### config.mk
export PLATFORM = sky130hd
export DESIGN_NAME = alu_share_ctrl
export DESIGN_NICKNAME = d
export VERILOG_FILES = /design/src/rtl/alu_share_ctrl_pkg.sv /design/src/rtl/alu_share_ctrl_rr_arbiter.sv /design/src/rtl/alu_share_ctrl.sv
export SDC_FILE = /design/constraint.sdc
export NUM_CORES = 1
export LEC_CHECK = 0
export ABC_AREA = 1
export BUFFER_PORTS_ARGS = -buffer_cell sky130_fd_sc_hd__clkbuf_2
export CORE_ASPECT_RATIO = 0.75
export CORE_MARGIN = 2
export CORE_UTILIZATION = 35
export CTS_BUF_LIST = sky130_fd_sc_hd__clkbuf_2
export DETAILED_ROUTE_END_ITERATION = 8
export PLACE_DENSITY_LB_ADDON = 0.3
export SYNTH_ARGS = -nofsm -noshare
export SYNTH_HDL_FRONTEND = slang
export SYNTH_SLANG_ARGS = --single-unit
### constraint.sdc
create_clock -name clk -period 3.35 [get_ports clk]
set_input_delay 0.5025 -clock clk [delete_from_list [all_inputs] [get_ports clk]]
set_output_delay 0.5025 -clock clk [all_outputs]
set_load 0.01 [all_outputs]
### src/rtl/alu_share_ctrl_pkg.sv
// Shared types for the ALU sharing controller.
// Opcodes, FSM states, flag positions and flag-update rules.
package alu_ctrl_pkg;

  typedef enum logic [3:0] {
    OP_ADD    = 4'h0,
    OP_SUB    = 4'h1,
    OP_XOR    = 4'h2,
    OP_RED    = 4'h3,
    OP_SLL    = 4'h4,
    OP_SRA    = 4'h5,
    OP_ROR    = 4'h6,
    OP_PADDSB = 4'h7,
    OP_LW     = 4'h8,
    OP_SW     = 4'h9,
    OP_LHB    = 4'hA,
    OP_LLB    = 4'hB,
    OP_B      = 4'hC,
    OP_BR     = 4'hD,
    OP_HLT    = 4'hE,
    OP_PCS    = 4'hF
  } op_e;

  typedef enum logic [1:0] {
    S_IDLE,
    S_EXEC,
    S_RESP
  } state_e;

  localparam int FLAG_Z = 2;
  localparam int FLAG_V = 1;
  localparam int FLAG_N = 0;

  function automatic logic updates_vn(input logic [3:0] op);
    return (op == OP_ADD) || (op == OP_SUB);
  endfunction

  function automatic logic updates_z(input logic [3:0] op);
    return (op == OP_ADD) || (op == OP_SUB) ||
           (op == OP_XOR) || (op == OP_SLL) ||
           (op == OP_SRA) || (op == OP_ROR);
  endfunction

endpackage

### src/rtl/alu_share_ctrl_rr_arbiter.sv
// Round-robin arbiter: one-hot grant, search starts after last winner.
// Pointer holds the highest-priority index and moves only on accept.
module rr_arbiter #(
  parameter int NUM_REQ = 2,
  parameter int IW      = $clog2(NUM_REQ)
) (
  input  logic               clk,
  input  logic               rst,
  input  logic [NUM_REQ-1:0] req,
  input  logic               en,
  input  logic               accept,
  output logic [NUM_REQ-1:0] grant,
  output logic [IW-1:0]      grant_idx
);

  logic [IW-1:0] ptr_q, ptr_d;
  logic [IW-1:0] jj;
  logic          found;
  int            j;

  always_comb begin
    grant     = '0;
    grant_idx = '0;
    found     = 1'b0;
    j         = 0;
    jj        = '0;
    for (int k = 0; k < NUM_REQ; k++) begin
      j  = (int'(ptr_q) + k) % NUM_REQ;
      jj = IW'(j);
      if (!found && req[jj]) begin
        found     = 1'b1;
        grant[jj] = en;
        grant_idx = jj;
      end
    end
  end

  always_comb begin
    ptr_d = ptr_q;
    if (accept) ptr_d = IW'((int'(grant_idx) + 1) % NUM_REQ);
  end

  always_ff @(posedge clk) begin
    if (rst) ptr_q <= '0;
    else     ptr_q <= ptr_d;
  end

endmodule

### src/rtl/alu_share_ctrl.sv
// Shares one external combinational ALU between NUM_REQ requesters.
// IDLE -> EXEC -> RESP; holds issue, result and Z/V/N flag registers.
module alu_share_ctrl #(
  parameter int NUM_REQ = 2,
  parameter int DW      = 16,
  parameter int IW      = $clog2(NUM_REQ)
) (
  input  logic                  clk,
  input  logic                  rst,
  input  logic [NUM_REQ-1:0]    req_valid,
  output logic [NUM_REQ-1:0]    req_ready,
  input  logic [4*NUM_REQ-1:0]  req_op,
  input  logic [DW*NUM_REQ-1:0] req_a,
  input  logic [DW*NUM_REQ-1:0] req_b,
  output logic                  resp_valid,
  output logic [IW-1:0]         resp_id,
  input  logic [NUM_REQ-1:0]    resp_ready,
  output logic [DW-1:0]         resp_result,
  output logic [DW-1:0]         alu_a,
  output logic [DW-1:0]         alu_b,
  output logic [3:0]            alu_op,
  input  logic [DW-1:0]         alu_result,
  input  logic                  alu_pos_ovfl,
  input  logic                  alu_neg_ovfl,
  output logic [2:0]            flags
);

  import alu_ctrl_pkg::*;

  state_e        state_q, state_d;
  logic [3:0]    op_q, op_d;
  logic [DW-1:0] a_q, a_d;
  logic [DW-1:0] b_q, b_d;
  logic [DW-1:0] res_q, res_d;
  logic [IW-1:0] id_q, id_d;
  logic [2:0]    flags_q, flags_d;

  logic [NUM_REQ-1:0] grant;
  logic [IW-1:0]      gidx;
  logic               arb_en;
  logic               accept;

  // Grants are suppressed while reset is asserted
  assign arb_en = (state_q == S_IDLE) && !rst;
  assign accept = |(req_valid & grant);

  rr_arbiter #(
    .NUM_REQ (NUM_REQ),
    .IW      (IW)
  ) u_arb (
    .clk       (clk),
    .rst       (rst),
    .req       (req_valid),
    .en        (arb_en),
    .accept    (accept),
    .grant     (grant),
    .grant_idx (gidx)
  );

  always_comb begin
    state_d = state_q;
    op_d    = op_q;
    a_d     = a_q;
    b_d     = b_q;
    res_d   = res_q;
    id_d    = id_q;
    flags_d = flags_q;
    unique case (state_q)
      S_IDLE: begin
        if (accept) begin
          for (int k = 0; k < NUM_REQ; k++) begin
            if (gidx == IW'(k)) begin
              op_d = req_op[k*4 +: 4];
              a_d  = req_a[k*DW +: DW];
              b_d  = req_b[k*DW +: DW];
            end
          end
          id_d    = gidx;
          state_d = S_EXEC;
        end
      end
      S_EXEC: begin
        res_d = alu_result;
        if (updates_z(op_q))
          flags_d[FLAG_Z] = (alu_result == '0);
        if (updates_vn(op_q)) begin
          flags_d[FLAG_V] = alu_pos_ovfl | alu_neg_ovfl;
          flags_d[FLAG_N] = alu_result[DW-1];
        end
        state_d = S_RESP;
      end
      S_RESP: begin
        if (resp_ready[id_q]) state_d = S_IDLE;
      end
      default: state_d = S_IDLE;
    endcase
  end

  always_ff @(posedge clk) begin
    if (rst) begin
      state_q <= S_IDLE;
      op_q    <= '0;
      a_q     <= '0;
      b_q     <= '0;
      res_q   <= '0;
      id_q    <= '0;
      flags_q <= '0;
    end else begin
      state_q <= state_d;
      op_q    <= op_d;
      a_q     <= a_d;
      b_q     <= b_d;
      res_q   <= res_d;
      id_q    <= id_d;
      flags_q <= flags_d;
    end
  end

  assign req_ready   = grant;
  assign resp_valid  = (state_q == S_RESP);
  assign resp_id     = id_q;
  assign resp_result = res_q;
  assign alu_a       = a_q;
  assign alu_b       = b_q;
  assign alu_op      = op_q;
  assign flags       = flags_q;

endmodule

Word-level counts from Yosys, hierarchy flattened --
Index checks and enable logic that the tools add are counted.
Operators by class: $add $sub $neg 2, reductions and logical operators 19, $lt $le $gt $ge 5, muxes and demuxes 22, equal/unequal tests 9, bitwise logic cells 3
Operator list (number):
- $mux W16 | 2
- $logic_not A16 Y1 | 1
- $eq A4 B3 Y1 const B | 3
- $mux W1 | 11
- $mux W2 | 4
- $reduce_and A2 Y1 | 4
- $lt A1 B2 Y1 const B | 3
- $pmux W2 S3 | 1
- $logic_or A1 B1 Y1 | 5
- $and A2 B2 Y2 | 2
- $eq A4 B1 Y1 const B | 1
- $eq A4 B2 Y1 const B | 1
- $logic_and A1 B1 Y1 | 4
- $logic_not A4 Y1 | 1
- $mux W4 | 1
- $add A1 B1 Y1 const B | 2
- $bwmux W2 | 1
- $demux W1 S1 | 2
- $eq A2 B1 Y1 const B | 1
- $eq A2 B2 Y1 const B | 1
- $ge A1 B1 Y1 const B | 2
- $logic_not A1 Y1 | 2
- $logic_not A2 Y1 | 1
- $ne A2 B1 Y1 const B | 1
- 3 further kinds | 3
Storage, ports and cells: output and inout port bits 59, flip-flop bits (word level) 59, bits of input ports 96, word-level logic and storage cells 69

Depth between registers and ports, before layout --
Gate-level depths: netlist of run 1.
depth after elaboration 12, depth in mapped cells 9, mapped depth without buffers 8

Modules after synthesis --
Synthesis of run 1 repeated with hierarchy kept, for this count alone.
Unflattened totals: cells, all modules 416, area, all modules 2906.5 um^2
Modules (own cells, without submodules):
- alu_share_ctrl | instances 1, area each 2830.2 um^2, seq. area each 1161.1 um^2, cells an instance 402
- rr_arbiter | instances 1, area each 76.3 um^2, seq. area each 20.0 um^2, cells an instance 14

Least setup slack after synthesis of run 1 --
No wires, ideal clock.
path type input to output, start input req_valid[0], end output req_ready[1], arrival time 1253 ps, buffers on the path 2, data required time 2847 ps, cell stages on the path 7, path slack 1594 ps, cells stage by stage inv_1 nand2_2 nand2_4 nand2_2 buf_4 buf_6 inv_1
On the way: word-level cells in the longest chain between the ends 6, elaborated cells between the ends (all ways) 10, classes of those cells mux (8); reduce/logical (2)
Ends and longest elaborated chain:
- start: declaration | line alu_share_ctrl.sv:10 | input logic [NUM_REQ-1:0] req_valid,
- $mux W1 (implied by the code) (2 in a row) | line alu_share_ctrl_rr_arbiter.sv:30 | if (!found && req[jj]) begin
- $mux W1 | line alu_share_ctrl_rr_arbiter.sv:30
- $logic_not A1 Y1 | line alu_share_ctrl_rr_arbiter.sv:30
- $logic_and A1 B1 Y1 | line alu_share_ctrl_rr_arbiter.sv:30
- $mux W2 (*) | line alu_share_ctrl_rr_arbiter.sv:30
- end: declaration | line alu_share_ctrl.sv:11 | output logic [NUM_REQ-1:0] req_ready,
Every way passes the cells marked *; elsewhere a longest branch is shown, timed or not. The select of a mux whose other input is x is not followed.

Worst setup path after layout of run 1 --
start register u_arb.ptr_q, end output req_ready[1]
On the way: word-level cells in the longest chain between the ends 8, elaborated cells between the ends (all ways) 22, classes of those cells add/sub (1); order compare (4); mux (12); bitwise (1); reduce/logical (4)
Ends and longest elaborated chain:
- start: declaration | line alu_share_ctrl_rr_arbiter.sv:16 | logic [IW-1:0] ptr_q, ptr_d;
- start signal: assignment | line alu_share_ctrl_rr_arbiter.sv:45 | else ptr_q <= ptr_d;
- $lt A1 B2 Y1 (implied by the code) / $ge A1 B1 Y1 (equally long branches) | line alu_share_ctrl_rr_arbiter.sv:32 | grant[jj] = en;
- $logic_and A1 B1 Y1 (implied by the code) | line alu_share_ctrl_rr_arbiter.sv:32
- $mux W1 (implied by the code) | line alu_share_ctrl_rr_arbiter.sv:32
- $demux W1 S1
- $and A2 B2 Y2 (no source line)
- $mux W2 | line alu_share_ctrl_rr_arbiter.sv:30
- $bwmux W2 | line alu_share_ctrl_rr_arbiter.sv:32
- $mux W2 (*) | line alu_share_ctrl_rr_arbiter.sv:30
Marks and branches as above.

==> results of run 1 <==
## cell type report
cell class | instances | area [um2] | area share [%]
well taps | 105 | 131 | 3.58
clock buffers | 9 | 45.0 | 1.23
inverters | 14 | 52.6 | 1.43
multi-input cells | 325 | 1420 | 38.7
flip-flops and latches | 59 | 1180 | 32.2
clock inverters | 5 | 46.3 | 1.26
repair buffers | 157 | 793 | 21.6
## power by group
group	total, uW	internal (uW)	switching (uW)
registers	825	781	44.4
clock network	407	156	250
logic	469	189	280
total	1700	1130	574
## per-stage QoR
stage	hold WS (ps)	power [uW]
finish	235	1700
CTS	201	1720
global route	202	1820
global placement	456	1300
detailed placement	468	1310
floorplan	485	1130
## cells by family (layout without fill, tap and decap cells)
| kind of cell | after synthesis | count (layout) | share of synthesized area (%) |
|---|---|---|---|
| simple gates | 281 | 281 | 42.8 |
| buf+inv | 42 | 185 | 7.06 |
| compound gates | 44 | 44 | 7.95 |
| flops | 59 | 59 | 42.2 |
## tightest hold or removal path, delay by kind of cell
kind	cells	cell delay [ps]
buffers and inverters	1	80
AND/OR/NAND/NOR	2	110
## placed cells by master, fill, tap and decap left out, types with 2 or more instances in the layout
cell | Yosys | routed
clkbuf_2 | 0 | 163
nand2_1 | 122 | 122
nor2_1 | 78 | 78
nand3_1 | 62 | 62
dfxtp_1 | 59 | 59
a21oi_1 | 26 | 26
o21ai_0 | 17 | 17
inv_1 | 12 | 12
nand3b_1 | 12 | 12
nand2_2 | 4 | 4
clkinv_1 | 0 | 3
buf_4 | 6 | 3
inv_2 | 2 | 2
## routing by layer
metal  vias up  wire length (um)  global-route usage, %
met5         -                 0                      0
met4         0               100                   5.45
met3         9               781                   7.62
met2       122              3550                   31.6
met1      1412              3780                   24.1
li1       1646                 -                      -
## sequential cells by signal, summed over array words and instances, names as in the netlist
signal	count
resp_id	1
flags	3
alu_a	16
u_arb.ptr_q	1
state_q	2
alu_b	16
resp_result	16
alu_op	4
## how the worst max path moves through the flow
| stage | depth (start not counted) | startpoint | to | slack (ps) |
|---|---|---|---|---|
| global placement | 7 | rst | alu_a[6] | 690 |
| global route | 5 | u_arb.ptr_q | req_ready[1] | 470 |
| floorplan | 7 | req_valid[0] | req_ready[1] | 1590 |
| CTS | 5 | u_arb.ptr_q | req_ready[1] | 680 |
| detailed placement | 7 | rst | alu_a[5] | 600 |
| finish | 5 | u_arb.ptr_q | req_ready[1] | 720 |
==> flow_summary.yaml, run 1 <==
drt:
  vias: 3189
  drc_errors: 0
  wire_per_inst_um: 12.2
  firstDrtPassIters: 4
  drt-initial-drc-count: 171
  antenna_left: 0
  drt-total-wl_um: 8210
  viasPerCell: 4.73
floorplan:
  core-area_um2: 7810
  fp.dieH_um: 81.5
  die_x_um: 107
  dieArea_um2: 8740
  ios: 155
  start_util_pct: 35.8
  rows: 28
clock_tree:
  clockBufferDepth: 2
  cts_tree: "built"
  cts_resized: 0
  cts_setup_buffers: 0
  clk_latency_ps: 480
  holdBufCountCts: 0
  clock-sinks: 59
  clkTransAtPathRegs_ps: 170
  cts_made_buffers: 9
  clockRootBuffer: "clkbuf_2"
  htree_levels: 3
timing:
  tns_ps: 0
  max_freq_mhz: 381
  max-slew-margin-rel_pct: 36.3
  worst_slack_ps: 723
  rsz0062_at_grt: "no"
  slew_viol_final: 0
  hold_viol: 0
  clock_skew_ps: 27.0
  setup_violations: 0
  worstMarginPinSlew_ps: 955
  fin_crit_ps: 2630
  post-route-period-util_pct: 78.4
global_routing:
  grt_pass1_wl_um: 13400
  grt_max_degree: 41
  antenna_found_initial: 0
  grt_use_total_pct: 19.4
  grt_pass1_vias: 3012
  grt_overflow_total: 0
yosys:
  synth.most_common_cell: "nand2_1"
  postSynthCellCount: 426
  synth_edf_count: 0
  synth_ff_type: "dfxtp_1"
  syn_area_um2: 2800
  synth_nets: 522
  synth_top_area_cell: "dfxtp_1"
  synth_area_leaders: "dfxtp_1, nand2_1, nand3_1, nor2_1, a21oi_1"
  yosysSeqAreaShare_pct: 42.2
  ys_warn_count: 0
  syn_area_per_cell_um2: 6.57
  ys_top_cells_by_count: "nand2_1, nor2_1, nand3_1"
  synth_top_area_share_pct: 42.2
  async_reset_ff_share_pct: 0
  synthDistinctLibCells: 18
  ys_seq_elements: 59
worst_setup_path:
  critPathMaxStageDelay_ps: 520
  required_ps: 2850
  crit_type: "reg -> out"
  cp_max_fo: 40
  ff2ff_path_depth: 7
  start_kind: "register"
  cp_slowest_cell: "nand2_2"
  crit_top_cell: "nand2_2"
  critPathTopFamily: "simple AND/OR/NAND/NOR gates"
  worst-path-buf-inv: 2
  critPathCaptureType: "output port"
  cp.arrival_ps: 2120
  path_cells: "nand2_2, nand2_4, nand2_2, inv_1, clkbuf_2"
  r2r_start: "u_arb.ptr_q"
  r2r_slack_ps: 920
  r2r-end: "alu_a[10]"
layout:
  finalNetCount: 662
  num-fill-cells: 871
  drive_above_1_share_pct: 30.8
  area_growth_pct: 31.1
  antenna_cells: 0
  fin_util_pct: 47.0
  final_area_um2: 3670
  fin_cells: 674
status:
  outcome: "complete, no violations"
worst_hold_path:
  hold_start: "alu_pos_ovfl"
  min_path_type: "in -> reg"
  worst_hold_path.endpoint: "flags[1]"
  min_path_cells: 3
placed_design:
  dpl-instance-area_um2: 3580
  preCtsSetupSlack_ps: 602
  placed_cells: 660
  dp_hpwl_um: 6090
  finalWeightedCongestion: 0.770
  io_buffers: 154
power_and_ir_drop:
  power_leakage_uw: 0.00198
  power.density_nw_per_um2: 463
  irDropWorstVdd_uv: 184
run:
  max-cap-violations: 0
Power figures use the tool's default switching activity.
==> run 2, diff against run 1 <==
Clock period 3.35 ns to 2.5 ns, I/O delays scaled along.
==> run 2 against run 1 <==
Setup slack got worse by 400 ps. Combinational power increased by 35%. Global-route usage decreased by 0.12 points. Critical path depth increased by 2. Final area increased by 1.0%. Total power increased by 36%. First-iteration DRC count decreased by 7.0%. Count of clock-buffer cells in the layout increased by 1. Non-clock buffer count increased by 3. Utilization increased by 0.48 points. Clock skew decreased by 14 ps. Sequential share of layout area decreased by 0.33 points. Critical path type unchanged. Largest cell class unchanged.
==> flow_summary.yaml, run 2 (same netlist as run 1, synthesis figures left out) <==
global_routing:
  grt_pass1_vias: 2996
  antenna_found_initial: 0
  grt_max_degree: 37
  grt_pass1_wl_um: 13300
  grt_overflow_total: 0
  grt_use_total_pct: 19.3
status:
  outcome: "complete, no violations"
timing:
  tns_ps: 0
  post-route-period-util_pct: 87.1
  setup_violations: 0
  max_freq_mhz: 459
  rsz0062_at_grt: "no"
  slew_viol_final: 0
  fin_crit_ps: 2180
  max-slew-margin-rel_pct: 34.3
  clock_skew_ps: 13.0
  worstMarginPinSlew_ps: 985
  hold_viol: 0
drt:
  antenna_left: 0
  drt-initial-drc-count: 159
  wire_per_inst_um: 12.1
  firstDrtPassIters: 4
  vias: 3169
  viasPerCell: 4.67
  drt-total-wl_um: 8230
  drc_errors: 0
clock_tree:
  holdBufCountCts: 0
  clockRootBuffer: "clkbuf_2"
  clockBufferDepth: 2
  clkTransAtPathRegs_ps: 160
  cts_resized: 0
  cts_setup_buffers: 0
  cts_tree: "built"
  cts_made_buffers: 9
  htree_levels: 3
  clock-sinks: 59
  clk_latency_ps: 460
power_and_ir_drop:
  p_total_uw: 2310
  power.density_nw_per_um2: 624
  power_leakage_uw: 0.00200
  irDropWorstVdd_uv: 250
worst_setup_path:
  cp_slowest_cell: "dfxtp_1"
  required_ps: 2120
  ff2ff_path_depth: 8
  critPathTopFamily: "buffers and inverters"
  startpoint: "state_q[0]"
  r2r_start: "state_q[1]"
  cp-endpoint: "req_ready[0]"
  cp.arrival_ps: 1800
  r2r-end: "alu_op[1]"
  path_depth: 7
  crit_type: "reg -> out"
  start_kind: "register"
  path_cells: "inv_1, nand2_1, nor2_1, nand2_1, buf_4, inv_1, clkbuf_2"
  cp_max_fo: 33
  worst-path-buf-inv: 4
  critPathCaptureType: "output port"
  r2r_slack_ps: 790
  critPathMaxStageDelay_ps: 380
layout:
  final_cell_mix: "clkbuf_2, nand2_1, nor2_1, nand3_1, dfxtp_1"
  antenna_cells: 0
  area_growth_pct: 32.4
  drive_above_1_share_pct: 31.7
  finalNetCount: 665
  final_common_cell: "clkbuf_2"
  fin_util_pct: 47.5
worst_hold_path:
  min_path_cells: 3
  min_path_type: "in -> reg"
placed_design:
  finalWeightedCongestion: 0.771
  io_buffers: 154
  dp_hpwl_um: 6030
floorplan:
  rows: 28
  core-area_um2: 7810
  dieArea_um2: 8740
  fp.dieH_um: 81.5
  die_x_um: 107
  ios: 155
  start_util_pct: 35.8
run:
  max-cap-violations: 0
==> run 2: cell types whose count changed in the layout (fill, tap and decap cells not counted), sizes merged <==
cell,previous run,this run
clkbuf,163,164
clkinvlp,0,1
buf,3,6
==> run 2: layout make-up <==
type	count	area, um2
Fill cell	840	4100
Sequential cell	59	1180
Clock buffer	10	50.0
Timing Repair Buffer	160	816
Inverter	14	52.6
Multi-Input combinational cell	325	1420
Clock inverter	6	56.3
Tap cell	105	131
==> run 2: worst reg2reg max path, stage by stage, from the launching register on <==
cell and delay [ps]:
dfxtp_1 340, inv_2 50, nand2_1 50, nor2_1 130, nand2_1 190, nand2_2 400
inv_2 230, nor2_1 160, nor2_1 50
==> run 2: worst min path at each step <==
| stage | from | end | slack (ps) |
|---|---|---|---|
| after floorplan | flags[0] | flags[0] | 490 |
| after detailed placement | resp_result[0] | resp_result[0] | 470 |
| after CTS | alu_pos_ovfl | flags[1] | 90 |
| after global routing | alu_neg_ovfl | flags[1] | 80 |
| final | alu_pos_ovfl | flags[1] | 140 |
| after global placement | resp_result[7] | resp_result[7] | 460 |
==> run 2: metrics by stage <==
stage | std cells | instance area (um2) | setup slack, ps | hold WS [ps]
6_report | 679 | 3710 | 323 | 142
3_5_place_dp | 663 | 3600 | 651 | 471
2_1_floorplan | 426 | 2800 | 999 | 485
3_3_place_gp | 663 | 3600 | 702 | 464
5_1_grt | 679 | 3710 | 123 | 76.9
4_1_cts | 679 | 3710 | 254 | 87.0
==> run 2: per-layer routing <==
| metal | wire [um] | global-route usage, % | part of all wire [%] | up-vias |
|---|---|---|---|---|
| met5 | 0 | 0 | 0 | - |
| met4 | 88 | 6.36 | 1.1 | 0 |
| met3 | 670 | 6.51 | 8.1 | 10 |
| met2 | 3580 | 32.3 | 43 | 121 |
| met1 | 3890 | 23.5 | 47 | 1382 |
| li1 | - | - | - | 1656 |
==> run 2: power by group <==
| group | leakage (uW) | switching, uW | internal, uW |
|---|---|---|---|
| Combinational | 0.00145 | 376 | 258 |
| Sequential | 0.000484 | 58.8 | 1050 |
| Clock | 0.0000691 | 346 | 227 |
==> run 3, diff against run 2 <==
Clock period 2.5 ns to 2.6 ns, I/O delays scaled along.
==> run 3 against run 2 <==
Via count down 0.32%. Register-to-register slack worse by 270 ps. Count of clock-buffer cells in the layout unchanged. Worst hold slack better by 18 ps. Sequential share of layout area up 0.27 points. Final area down 0.84%.
==> flow_summary.yaml, run 3 (same netlist as run 1, synthesis figures left out) <==
status:
  outcome: "complete, no violations"
floorplan:
  start_util_pct: 35.8
  ios: 155
  fp.dieH_um: 81.5
  die_x_um: 107
  rows: 28
  core-area_um2: 7810
  dieArea_um2: 8740
global_routing:
  grt_pass1_vias: 2985
  grt_use_total_pct: 19.3
  antenna_found_initial: 0
  grt_overflow_total: 0
  grt_pass1_wl_um: 13300
  grt_max_degree: 38
worst_setup_path:
  cp_slowest_cell: "dfxtp_1"
  crit_type: "reg -> out"
  path_cells: "nand2_2, nand2_4, nand2_2, inv_1, clkbuf_2"
  critPathMaxStageDelay_ps: 410
  start_kind: "register"
  worst-path-buf-inv: 2
  crit_top_cell: "nand2_2"
  critPathCaptureType: "output port"
  cp.arrival_ps: 1860
  critPathTopFamily: "simple AND/OR/NAND/NOR gates"
  required_ps: 2210
  cp_max_fo: 37
timing:
  fin_crit_ps: 2250
  max-slew-margin-rel_pct: 33.4
  worstMarginPinSlew_ps: 998
  rsz0062_at_grt: "no"
  slew_viol_final: 0
  clock_skew_ps: 13.4
  post-route-period-util_pct: 86.5
  max_freq_mhz: 445
  tns_ps: 0
  hold_viol: 0
  setup_violations: 0
layout:
  final_common_cell: "clkbuf_2"
  area_growth_pct: 31.3
  antenna_cells: 0
  drive_above_1_share_pct: 31.6
  final_cell_mix: "clkbuf_2, nand2_1, nor2_1, nand3_1, dfxtp_1"
  final_area_um2: 3680
  finalNetCount: 664
clock_tree:
  cts_resized: 0
  cts_setup_buffers: 0
  cts_tree: "built"
  clockBufferDepth: 2
  clk_latency_ps: 470
  htree_levels: 3
  clock-sinks: 59
  cts_made_buffers: 9
  holdBufCountCts: 0
  clkTransAtPathRegs_ps: 150
  clockRootBuffer: "clkbuf_2"
drt:
  viasPerCell: 4.66
  vias: 3159
  firstDrtPassIters: 7
  drc_errors: 0
  drt-total-wl_um: 8070
  antenna_left: 0
  drt-initial-drc-count: 185
  wire_per_inst_um: 11.9
placed_design:
  io_buffers: 154
  dp_hpwl_um: 5980
  finalWeightedCongestion: 0.790
  dpl-instance-area_um2: 3590
power_and_ir_drop:
  power.density_nw_per_um2: 579
  irDropWorstVdd_uv: 212
  power_leakage_uw: 0.00199
worst_hold_path:
  min_path_type: "in -> reg"
run:
  max-cap-violations: 0
run 3: path summary, 6_finish.rpt:
check	endpoint	start	depth (start not counted)	slack, ps
worst max-delay path	req_ready[1]	u_arb.ptr_q	5	350
worst min-delay path	flags[1]	alu_pos_ovfl	3	160
worst max register to register	alu_op[0]	u_arb.ptr_q	7	520
worst min register to register	alu_b[3]	alu_b[3]	2	500
run 3: layout make-up:
class / count / area [um2]
fill: 846 / 4140
multi-input combinational: 325 / 1420
sequential: 59 / 1180
timing repair buffer: 159 / 808
tap: 105 / 131
inverter: 14 / 52.6
clock buffer: 10 / 50.0
clock inverter: 6 / 32.5
run 3: routing by layer:
layer | wire (um) | track usage [%] | vias to the layer above
li1 | - | - | 1654
met1 | 3830 | 23.8 | 1387
met2 | 3430 | 31.3 | 114
met3 | 734 | 7.94 | 4
met4 | 73 | 5.06 | 0
met5 | 0 | 0 | -
run 3: stage by stage:
step	worst slack (ps)	utilization [%]	std cells	total power (uW)	hold slack, ps
global route	107	47.1	678	2300	106
finish	351	47.1	678	2130	160
detailed placement	345	46.0	662	1690	479
global placement	442	46.0	662	1680	461
floorplan	1070	-	426	1460	485
CTS	270	47.1	678	2160	123
run 3: power breakdown:
part	total [uW]	leakage, uW	internal [uW]	switching (uW)
clock	461	0.0000629	122	339
sequential	1060	0.000484	1010	56.2
combinational	605	0.00144	246	358
run 3: worst reg2reg max path, delay by kind of cell, from the launching register on:
family | cells | cell delay, ps
buffers and inverters | 1 | 220
flip-flops | 1 | 410
AND/OR/NAND/NOR | 6 | 1360
